==> src/rtl/audio_pkg.sv <==
// Shared audio constants and types for the DAC-side I2S path.
package audio_pkg;

    localparam int SLOT_BITS   = 32;
    localparam int FRAME_SLOTS = 64;
    localparam int SLOT_CNT_W  = $clog2(FRAME_SLOTS);

    typedef logic [SLOT_BITS-1:0] audio_word_t;
    typedef logic signed [15:0]   sample_t;

    // Which half of the I2S frame a slot belongs to (matches the lrclk level).
    typedef enum logic {
        CH_LEFT  = 1'b0,
        CH_RIGHT = 1'b1
    } channel_t;

    // Slots 0..31 are the left half of the frame, slots 32..63 the right half.
    function automatic channel_t slot_channel(input logic [SLOT_CNT_W-1:0] slot);
        return slot[SLOT_CNT_W-1] ? CH_RIGHT : CH_LEFT;
    endfunction

endpackage

==> src/rtl/i2s_bclk_gen.sv <==
// Bit-clock generator: divides the system clock down to bclk and provides
// one-clock strobes that mark the clock in which bclk rises or falls.
module i2s_bclk_gen #(
    parameter int unsigned BCLK_DIV = 4
) (
    input  logic clk,
    input  logic reset,
    output logic bclk,
    output logic fall_evt,
    output logic rise_evt
);

    localparam logic [7:0] DIV_LAST = 8'(BCLK_DIV - 1);

    logic [7:0] div_cnt;
    logic       wrap;

    assign wrap     = (div_cnt == DIV_LAST);
    assign fall_evt = wrap & bclk;
    assign rise_evt = wrap & ~bclk;

    // Half-period counter; bclk flips every BCLK_DIV clocks.
    always_ff @(posedge clk) begin
        if (reset) begin
            div_cnt <= '0;
            bclk    <= 1'b0;
        end else if (wrap) begin
            div_cnt <= '0;
            bclk    <= ~bclk;
        end else begin
            div_cnt <= div_cnt + 8'd1;
        end
    end

endmodule

==> src/rtl/i2s_tx.sv <==
// I2S master transmitter: sends the same 32-bit word in the left and right
// slots of every 64-slot frame, using the standard one-bit data delay.
module i2s_tx
    import audio_pkg::*;
#(
    parameter int unsigned BCLK_DIV = 4
) (
    input  logic                 clk,
    input  logic                 reset,
    input  logic [SLOT_BITS-1:0] tx_data,
    output logic                 bclk,
    output logic                 lrclk,
    output logic                 sdout,
    output logic                 sample_tick
);

    logic                    fall_evt;
    logic                    rise_evt;
    logic                    unused_rise;
    logic [SLOT_CNT_W-1:0]   bit_cnt;
    logic [SLOT_CNT_W-1:0]   next_slot;
    logic [2*SLOT_BITS-1:0]  shreg;
    logic                    load;

    i2s_bclk_gen #(
        .BCLK_DIV (BCLK_DIV)
    ) u_bclk_gen (
        .clk      (clk),
        .reset    (reset),
        .bclk     (bclk),
        .fall_evt (fall_evt),
        .rise_evt (rise_evt)
    );

    // Data only ever moves on falling bclk, so the rising strobe is not needed here.
    assign unused_rise = rise_evt;

    assign next_slot = bit_cnt + 1'b1;
    assign load      = fall_evt && (bit_cnt == '0);
    assign sdout     = shreg[2*SLOT_BITS-1];

    // Slot counter, word select and shifter all advance on the falling bclk event;
    // the word is captured when entering slot 1 so its MSB follows lrclk by one bit.
    always_ff @(posedge clk) begin
        if (reset) begin
            bit_cnt     <= '0;
            shreg       <= '0;
            lrclk       <= 1'b0;
            sample_tick <= 1'b0;
        end else begin
            sample_tick <= load;
            if (fall_evt) begin
                bit_cnt <= next_slot;
                lrclk   <= (slot_channel(next_slot) == CH_RIGHT);
                if (load) begin
                    shreg <= {tx_data, tx_data};
                end else begin
                    shreg <= {shreg[2*SLOT_BITS-2:0], 1'b0};
                end
            end
        end
    end

endmodule
==> config.mk <==
export PLATFORM = sky130hd
export DESIGN_NAME = i2s_tx
export DESIGN_NICKNAME = d
export VERILOG_FILES = /design/src/rtl/audio_pkg.sv /design/src/rtl/i2s_bclk_gen.sv /design/src/rtl/i2s_tx.sv
export SDC_FILE = /design/constraint.sdc
export NUM_CORES = 1
export LEC_CHECK = 0
export CAP_MARGIN = 20
export CORE_MARGIN = 4
export CORE_UTILIZATION = 47
export CTS_CLUSTER_DIAMETER = 150
export CTS_CLUSTER_SIZE = 24
export DETAILED_ROUTE_END_ITERATION = 6
export PLACE_DENSITY = 0.75
export RECOVER_POWER = 50
export SYNTH_ARGS = -nofsm -noshare
export SYNTH_HDL_FRONTEND = slang
export SYNTH_HIERARCHICAL = 1
export SYNTH_SLANG_ARGS = --single-unit
==> constraint.sdc <==
create_clock -name clk -period 3.4 [get_ports clk]
set_input_delay 0.68 -clock clk [delete_from_list [all_inputs] [get_ports clk]]
set_output_delay 0.68 -clock clk [all_outputs]
set_load 0.03 [all_outputs]
; ---- Word level (Yosys, flattened, before mapping)
; Index checks and enable logic that the tools add are counted.
[word_totals]
ff_bits = 81
latchBits = 0
ram_bits = 0
romBits = 0
in_bits = 34
wordCells = 16
n_memories = 0
[op_classes]
add_sub_neg = 2
multipliers = 0
n_div = 0
order_cmp = 0
eq_ne = 1
n_shift = 0
mux = 2
bitwise = 2
reduce_logical = 3
[op_table]
columns = cell, count
row1 = 64-bit 2-to-1 mux, 1
row2 = "8-bit by 1-bit adder with 8-bit output, second input constant", 1
row3 = "8-bit by 2-bit equality test with 1-bit output, second input constant", 1
row4 = "6-bit by 1-bit adder with 6-bit output, second input constant", 1
row5 = 6-bit zero test, 1
row6 = 2-bit OR reduction, 1
row7 = 1-bit AND, 1
row8 = 1-bit logical AND, 1
row9 = 1-bit 2-to-1 mux, 1
row10 = 1-bit NOT, 1

; ---- Depth between registers and ports, before layout
; Gate-level depths: netlist of run 1.
[logic_depth]
ltp_word = 4
mapped_depth = 9

; ---- Cells and area by module
; Netlist of run 1, hierarchy kept.
[by_module_without_submodules]
columns = mod, instances, cells_each, area_each_um2
row1 = i2s_tx, 1, 392, 3209.3
row2 = i2s_bclk_gen, 1, 43, 384.1

; ---- Worst setup path after synthesis of run 1
; OpenSTA, ideal clock, no wires.
[synth_timing]
path_type = register to register
startpoint = register u_bclk_gen.div_cnt[0]
endpoint = register shreg[31]
setup_ns = 0.086
arrival_time_ns = 2.423
required_time_ns = 3.314
setup_slack_ns = 0.892
stages_incl_launch_ff = 10
period_less_slack_ns = 2.508
path_cell_list = dfxtp_1 -> ha_1 -> nor4b_2 -> and3_1 -> or4b_4 -> buf_6 -> buf_6 -> buf_6 -> o31a_1 -> a211oi_1
[synth_via]
elab_chain_cells = 4
[synth_rtl]
columns = element, line
row1 = start: declaration, i2s_bclk_gen.sv:15  ; logic [7:0] div_cnt;
row2 = start signal: assignment, i2s_bclk_gen.sv:31  ; div_cnt <= div_cnt + 8'd1;
row3 = 8-bit by 2-bit equality test with 1-bit output *, i2s_bclk_gen.sv:18  ; assign wrap = (div_cnt == DIV_LAST);
row4 = 1-bit AND *, i2s_bclk_gen.sv:19  ; assign fall_evt = wrap & bclk;
row5 = via fall_evt, i2s_tx.sv:17  ; logic fall_evt;
row6 = 1-bit logical AND, i2s_tx.sv:39  ; assign load = fall_evt && (bit_cnt == '0);
row7 = 64-bit 2-to-1 mux, i2s_tx.sv:55  ; if (load) begin
row8 = end signal: assignment, i2s_tx.sv:56  ; shreg <= {tx_data, tx_data};
row9 = end signal: assignment, i2s_tx.sv:58  ; shreg <= {shreg[2*SLOT_BITS-2:0], 1'b0};
row10 = end: declaration, i2s_tx.sv:22  ; logic [2*SLOT_BITS-1:0] shreg;
; The timed path passes the listed nets; every way through them passes the cells marked *.
; A chain may end at the register's enable or synchronous reset.

; ---- Final worst setup path of run 1
[layout_timing]
startpoint = register u_bclk_gen.div_cnt[0]
endpoint = register lrclk
[layout_via]
elab_chain_cells = 2
[layout_rtl]
columns = element, line
row1 = 8-bit by 2-bit equality test with 1-bit output, i2s_bclk_gen.sv:18
row2 = 1-bit AND, i2s_bclk_gen.sv:19
row3 = via fall_evt, i2s_tx.sv:17
row4 = end signal: assignment, i2s_tx.sv:54  ; lrclk <= (slot_channel(next_slot) == CH_RIGHT);
row5 = end: declaration, i2s_tx.sv:12  ; output logic lrclk,
; The timed path passes the listed nets, and every way through them passes these cells.

==> results of run 1 <==
flip-flops by register name (all words and copies together) (netlist names):
signal and count:
bit_cnt 5, lrclk 1, sample_tick 1, shreg 64, u_bclk_gen/bclk 1, u_bclk_gen/div_cnt 8
worst max-delay path: cells and delay by family, from the launching register on:
kind | cells | cell delay (ns)
buf+inv | 1 | 0.80
simple gates | 4 | 1.37
flops | 1 | 0.39
compound gates | 1 | 0.14
fa+ha+maj | 1 | 0.24
stage by stage:
stage	util, %	total power [W]	worst slack, ns
after global placement	53.8	0.00108	0.614
after CTS	57.0	0.00190	0.457
after floorplan	-	0.00103	0.892
final	57.0	0.00188	0.398
after detailed placement	53.8	0.00108	0.523
after global routing	57.0	0.00195	0.124
per-layer routing:
metal | global-route usage [%] | vias up | part of all wire (%) | wire length, um
met5 | 0 | - | 0 | 0
li1 | - | 1569 | - | -
met4 | 6.04 | 0 | 0.80 | 59
met3 | 4.10 | 5 | 4.0 | 295
met1 | 20.8 | 1461 | 46 | 3400
met2 | 29.3 | 56 | 49 | 3620
area by class of cell:
cell class	instances	area [sq um]
clock buffer	10	128
sequential	80	1600
inverter	27	101
timing repair buffer	43	423
multi-input combinational	285	1700
clock inverter	6	108
fill	652	3150
tap	99	124
power breakdown:
part | internal, W | switching [W] | total, W
Clock | 0.000486 | 0.000336 | 0.000822
Combinational | 0.0000547 | 0.0000496 | 0.000104
Sequential | 0.000947 | 0.00000836 | 0.000955
worst max-delay path by stage:
stage                     slack, ns  depth (start not counted)   endpoint                  start
after floorplan                0.89                          9  shreg[31]  u_bclk_gen/div_cnt[0]
after CTS                      0.46                          7      lrclk  u_bclk_gen/div_cnt[0]
final                          0.40                          7      lrclk  u_bclk_gen/div_cnt[0]
after global routing           0.12                          7      lrclk  u_bclk_gen/div_cnt[0]
after detailed placement       0.52                          7  shreg[43]  u_bclk_gen/div_cnt[0]
after global placement         0.61                          7      lrclk  u_bclk_gen/div_cnt[0]
==> flow_summary.yaml, run 1 <==
run_status:
  status: "finished, final reports clean"
worst_setup_path:
  path_class: "reg -> reg"
  critPathLaunchType: "flip-flop"
  max_stage_delay_ns: 0.80
  ff2ff_path_depth: 7
  cp.arrival_ns: 3.28
  r2r-end: "lrclk"
  worstReg2RegStart: "u_bclk_gen/div_cnt[0]"
  worstPathRequired_ns: 3.68
  cp-end-kind: "flip-flop"
  path_cells: "ha_1, nor4b_2, and3_2, clkbuf_4, nand4_1, or3_1, a21oi_1"
  cp_slowest_cell: "clkbuf_4"
  path_max_fanout: 101
  r2r_slack_ns: 0.40
hold_path:
  hold_class: "reg -> reg"
  hold_end: "shreg[25]"
  hold_start: "shreg[24]"
  holdPathStages: 2
detailed_routing:
  drtAntennaViolNets: 0
  route.vias.total: 3091
  drc: 0
  drt-total-wl_um: 7380
  dr.pass1.iters: 4
  avgViaCountPerCell: 5.62
  drtIter0Drc: 141
  wl_per_cell_um: 13.4
clock_tree:
  htreeDepth: 3
  cts_setup_buffers: 0
  clock_sinks: 80
  holdBufCountCts: 0
  cts_tree: "done"
  clkTransAtPathRegs_ns: 0.08
  clk_path_buf_depth: 2
  clk_latency_ns: 0.34
  cts-root-buf: "clkbuf_8"
  post_cts_resized: 0
  numCtsBuffers: 9
job:
  maxCapViolCount: 0
timing:
  maxSlewViolCount: 0
  slew-limit-headroom_pct: 31.4
  rsz0062_at_grt: "false"
  hold_violations: 0
  period_share_pct: 88.3
  fin_crit_ns: 3.00
  setup_violations: 0
  fin_skew_ns: 0.0111
  fin_tns_setup_ns: 0
  hold_slack_ns: 0.474
  max_freq_mhz: 333
  tightest_slew_ns: 1.03
synth:
  syn_avg_cell_area_sq_um: 8.27
  synth_cells: 434
  ys_warn_count: 6
  syn_nets: 471
  synth_area_sq_mm: 0.00359
finish:
  area.growth.synth_to_final_pct: 16.5
  drive_gt1_share_pct: 5.99
  n_antenna_cell: 0
  final_cell_count_no_fill: 550
  mostFrequentLayoutCell: "dfxtp_1"
  fin_area_sq_mm: 0.00418
  nets: 483
  final_cell_mix: "dfxtp_1, nor2_1, o21ai_0"
floorplan:
  rows: 31
  design.core.area_sq_mm: 0.00733
  ios: 38
  start_util_pct: 49.0
  die-area_sq_mm: 0.00910
  die_h_um: 95.4
  die_w_um: 95.4
global_route:
  overflow: 0
  grtUsageTotal_pct: 17.1
  grt_pass1_vias: 2824
  antenna_found_initial: 0
  grt_pass1_wl_um: 12400
  grt_max_degree: 102
power:
  ir_drop_mv: 0.256
  p_leak_nw: 1.38
  powerDensity_mw_per_mm2: 450
placed_design:
  place_hpwl_um: 4670
  placed_cell_area_sq_mm: 0.00395
  dp.cells: 534
  io_buffers: 37
  finalWeightedCongestion: 0.709
(Power assumes the default switching activity.)
==> inputs of run 2 (changes only) <==
CELL_PAD_IN_SITES_DETAIL_PLACEMENT = 1   (was default)
CELL_PAD_IN_SITES_GLOBAL_PLACEMENT = 1   (was default)
CORE_UTILIZATION = 45   (was 47)
PLACE_DENSITY = 0.91   (was 0.75)
SKIP_LAST_GASP = 1   (was default)
clock period = 3.75 ns   (was 3.4 ns; I/O delays follow)
==> run 2 against run 1 <==
  * Final cell count stayed put
  * Total power shrank 12%
  * Count of clock-buffer cells in the layout grew 1
  * Clock skew decreased by 0.0034 ns
  * Critical path type unchanged
  * Die area is 4.1% higher
  * Clock power shrank 17%
  * Sequential share of layout area up 0.38 points
  * Largest power group unchanged
  * Via count decreased by 0.32%
  * Non-clock buffer count shrank 3
  * Largest cell class unchanged
  * Register-to-register slack better by 0.36 ns
==> flow_summary.yaml, run 2 (synthesized netlist as in run 1, its figures left out) <==
worst_setup_path:
  r2r-end: "lrclk"
  cp-startpoint: "u_bclk_gen/div_cnt[0]"
  endpoint: "lrclk"
  path_max_fanout: 101
  worstPathRequired_ns: 4.02
  max_stage_delay_ns: 0.75
  cp.arrival_ns: 3.27
  worstReg2RegStart: "u_bclk_gen/div_cnt[0]"
  cp-end-kind: "flip-flop"
  cpLargestDelayFamily: "simple AND/OR/NAND/NOR gates"
  critPathLaunchType: "flip-flop"
  path_cells: "ha_1, nor4b_2, and3_2, buf_4, nand4_1, or3_1, a21oi_1"
  path_class: "reg -> reg"
  worst-path-buf-inv: 1
  r2r_slack_ns: 0.76
  cp_slowest_cell: "buf_4"
  worstSetupPathDepth: 7
  ff2ff_path_depth: 7
clock_tree:
  clkTransAtPathRegs_ns: 0.08
  clk_latency_ns: 0.35
  cts-root-buf: "clkbuf_8"
  cts_tree: "done"
  holdBufCountCts: 0
  numCtsBuffers: 9
  clk_path_buf_depth: 2
  post_cts_resized: 0
  cts_setup_buffers: 0
  htreeDepth: 3
  clock_sinks: 80
finish:
  drive_gt1_share_pct: 5.13
  regMostFlops: "shreg"
  fin_area_sq_mm: 0.00414
  largest_register_ffs: 64
  final_cell_mix: "dfxtp_1, nor2_1, o21ai_0"
  final_cell_count_no_fill: 550
  mostFrequentLayoutCell: "dfxtp_1"
  reg_top3: "shreg (64), u_bclk_gen/div_cnt (8), bit_cnt (5)"
  n_antenna_cell: 0
  area.growth.synth_to_final_pct: 15.3
  nets: 480
timing:
  period_share_pct: 79.8
  hold_slack_ns: 0.485
  max_freq_mhz: 334
  tightest_slew_ns: 0.981
  fin_tns_setup_ns: 0
  maxSlewViolCount: 0
  fin_ws_ns: 0.756
  rsz0062_at_grt: "false"
  fin_crit_ns: 2.99
  fin_skew_ns: 0.00765
  hold_violations: 0
  setup_violations: 0
  slew-limit-headroom_pct: 34.6
global_route:
  antenna_found_initial: 0
  grtUsageTotal_pct: 18.6
  grt_pass1_vias: 3134
  grt_max_degree: 102
  grt_pass1_wl_um: 14900
  overflow: 0
power:
  ir_drop_mv: 0.177
  p_leak_nw: 1.34
  powerDensity_mw_per_mm2: 399
floorplan:
  design.core.area_sq_mm: 0.00773
  die_w_um: 97.3
  die_h_um: 97.3
  die-area_sq_mm: 0.00947
  start_util_pct: 46.5
  ios: 38
  rows: 32
hold_path:
  hold_class: "reg -> reg"
  holdPathStages: 2
detailed_routing:
  drtIter0Drc: 181
  drc: 0
  avgViaCountPerCell: 5.60
  wl_per_cell_um: 15.8
  drt-total-wl_um: 8690
  drtAntennaViolNets: 0
  route.vias.total: 3081
  dr.pass1.iters: 4
job:
  maxCapViolCount: 0
placed_design:
  finalWeightedCongestion: 0.817
  place_hpwl_um: 5520
  io_buffers: 37
  dp.cells: 534
  placed_cell_area_sq_mm: 0.00393
  place_ws_ns: 0.769
run_status:
  status: "finished, final reports clean"
==> run 2: cell types whose count changed in the layout (fill, tap and decap cells not counted) <==
cell / change
buf_4: -2
bufinv_16: -1
clkbuf_1: +1
clkbuf_4: -1
clkinv_2: -1
clkinv_4: +1
==> run 2: cell type report <==
| class | count | area [sq um] |
|---|---|---|
| clock buffers | 11 | 131 |
| clock inverters | 5 | 81.3 |
| multi-input cells | 285 | 1700 |
| inverters | 27 | 101 |
| well taps | 102 | 128 |
| fillers | 909 | 3590 |
| flip-flops and latches | 80 | 1600 |
| repair buffers | 40 | 400 |
==> run 2: how the worst min path moves through the flow <==
stage               slack, ns                    end                  start
finish                   0.49              shreg[10]               shreg[9]
global route             0.50              shreg[52]              shreg[52]
CTS                      0.49               shreg[0]               shreg[0]
detailed placement       0.47               shreg[0]               shreg[0]
global placement         0.46  u_bclk_gen/div_cnt[0]  u_bclk_gen/div_cnt[0]
floorplan                0.44  u_bclk_gen/div_cnt[0]  u_bclk_gen/div_cnt[0]
==> run 2: per-stage QoR <==
stage / power (W) / utilization [%]
global route: 0.00172 / 53.6
detailed placement: 0.000985 / 50.8
floorplan: 0.000934 / -
finish: 0.00165 / 53.6
CTS: 0.00166 / 53.6
global placement: 0.000980 / 50.8
==> run 2: per-layer routing <==
layer / up-vias / share of wire, % / track usage [%] / wire (um)
met2: 40 / 50 / 31.1 / 4320
met5: - / 0 / 0 / 0
met4: 0 / 0.90 / 6.60 / 78
li1: 1555 / - / - / -
met1: 1479 / 47 / 24.4 / 4050
met3: 7 / 2.7 / 3.09 / 237
==> run 2: report_power, final <==
part / switching (W) / leakage, nW / internal, W
clock network: 0.000310 / 0.104 / 0.000376
logic: 0.0000480 / 0.596 / 0.0000491
registers: 0.00000830 / 0.645 / 0.000859
total: 0.000367 / 1.34 / 0.00128
==> run 2: worst register-to-register path, cell delays in order, from the launching register on <==
cell,delay [ns]
dfxtp_1,0.40
ha_1,0.26
nor4b_2,0.36
and3_2,0.26
buf_4,0.75
nand4_1,0.32
or3_1,0.43
a21oi_1,0.14
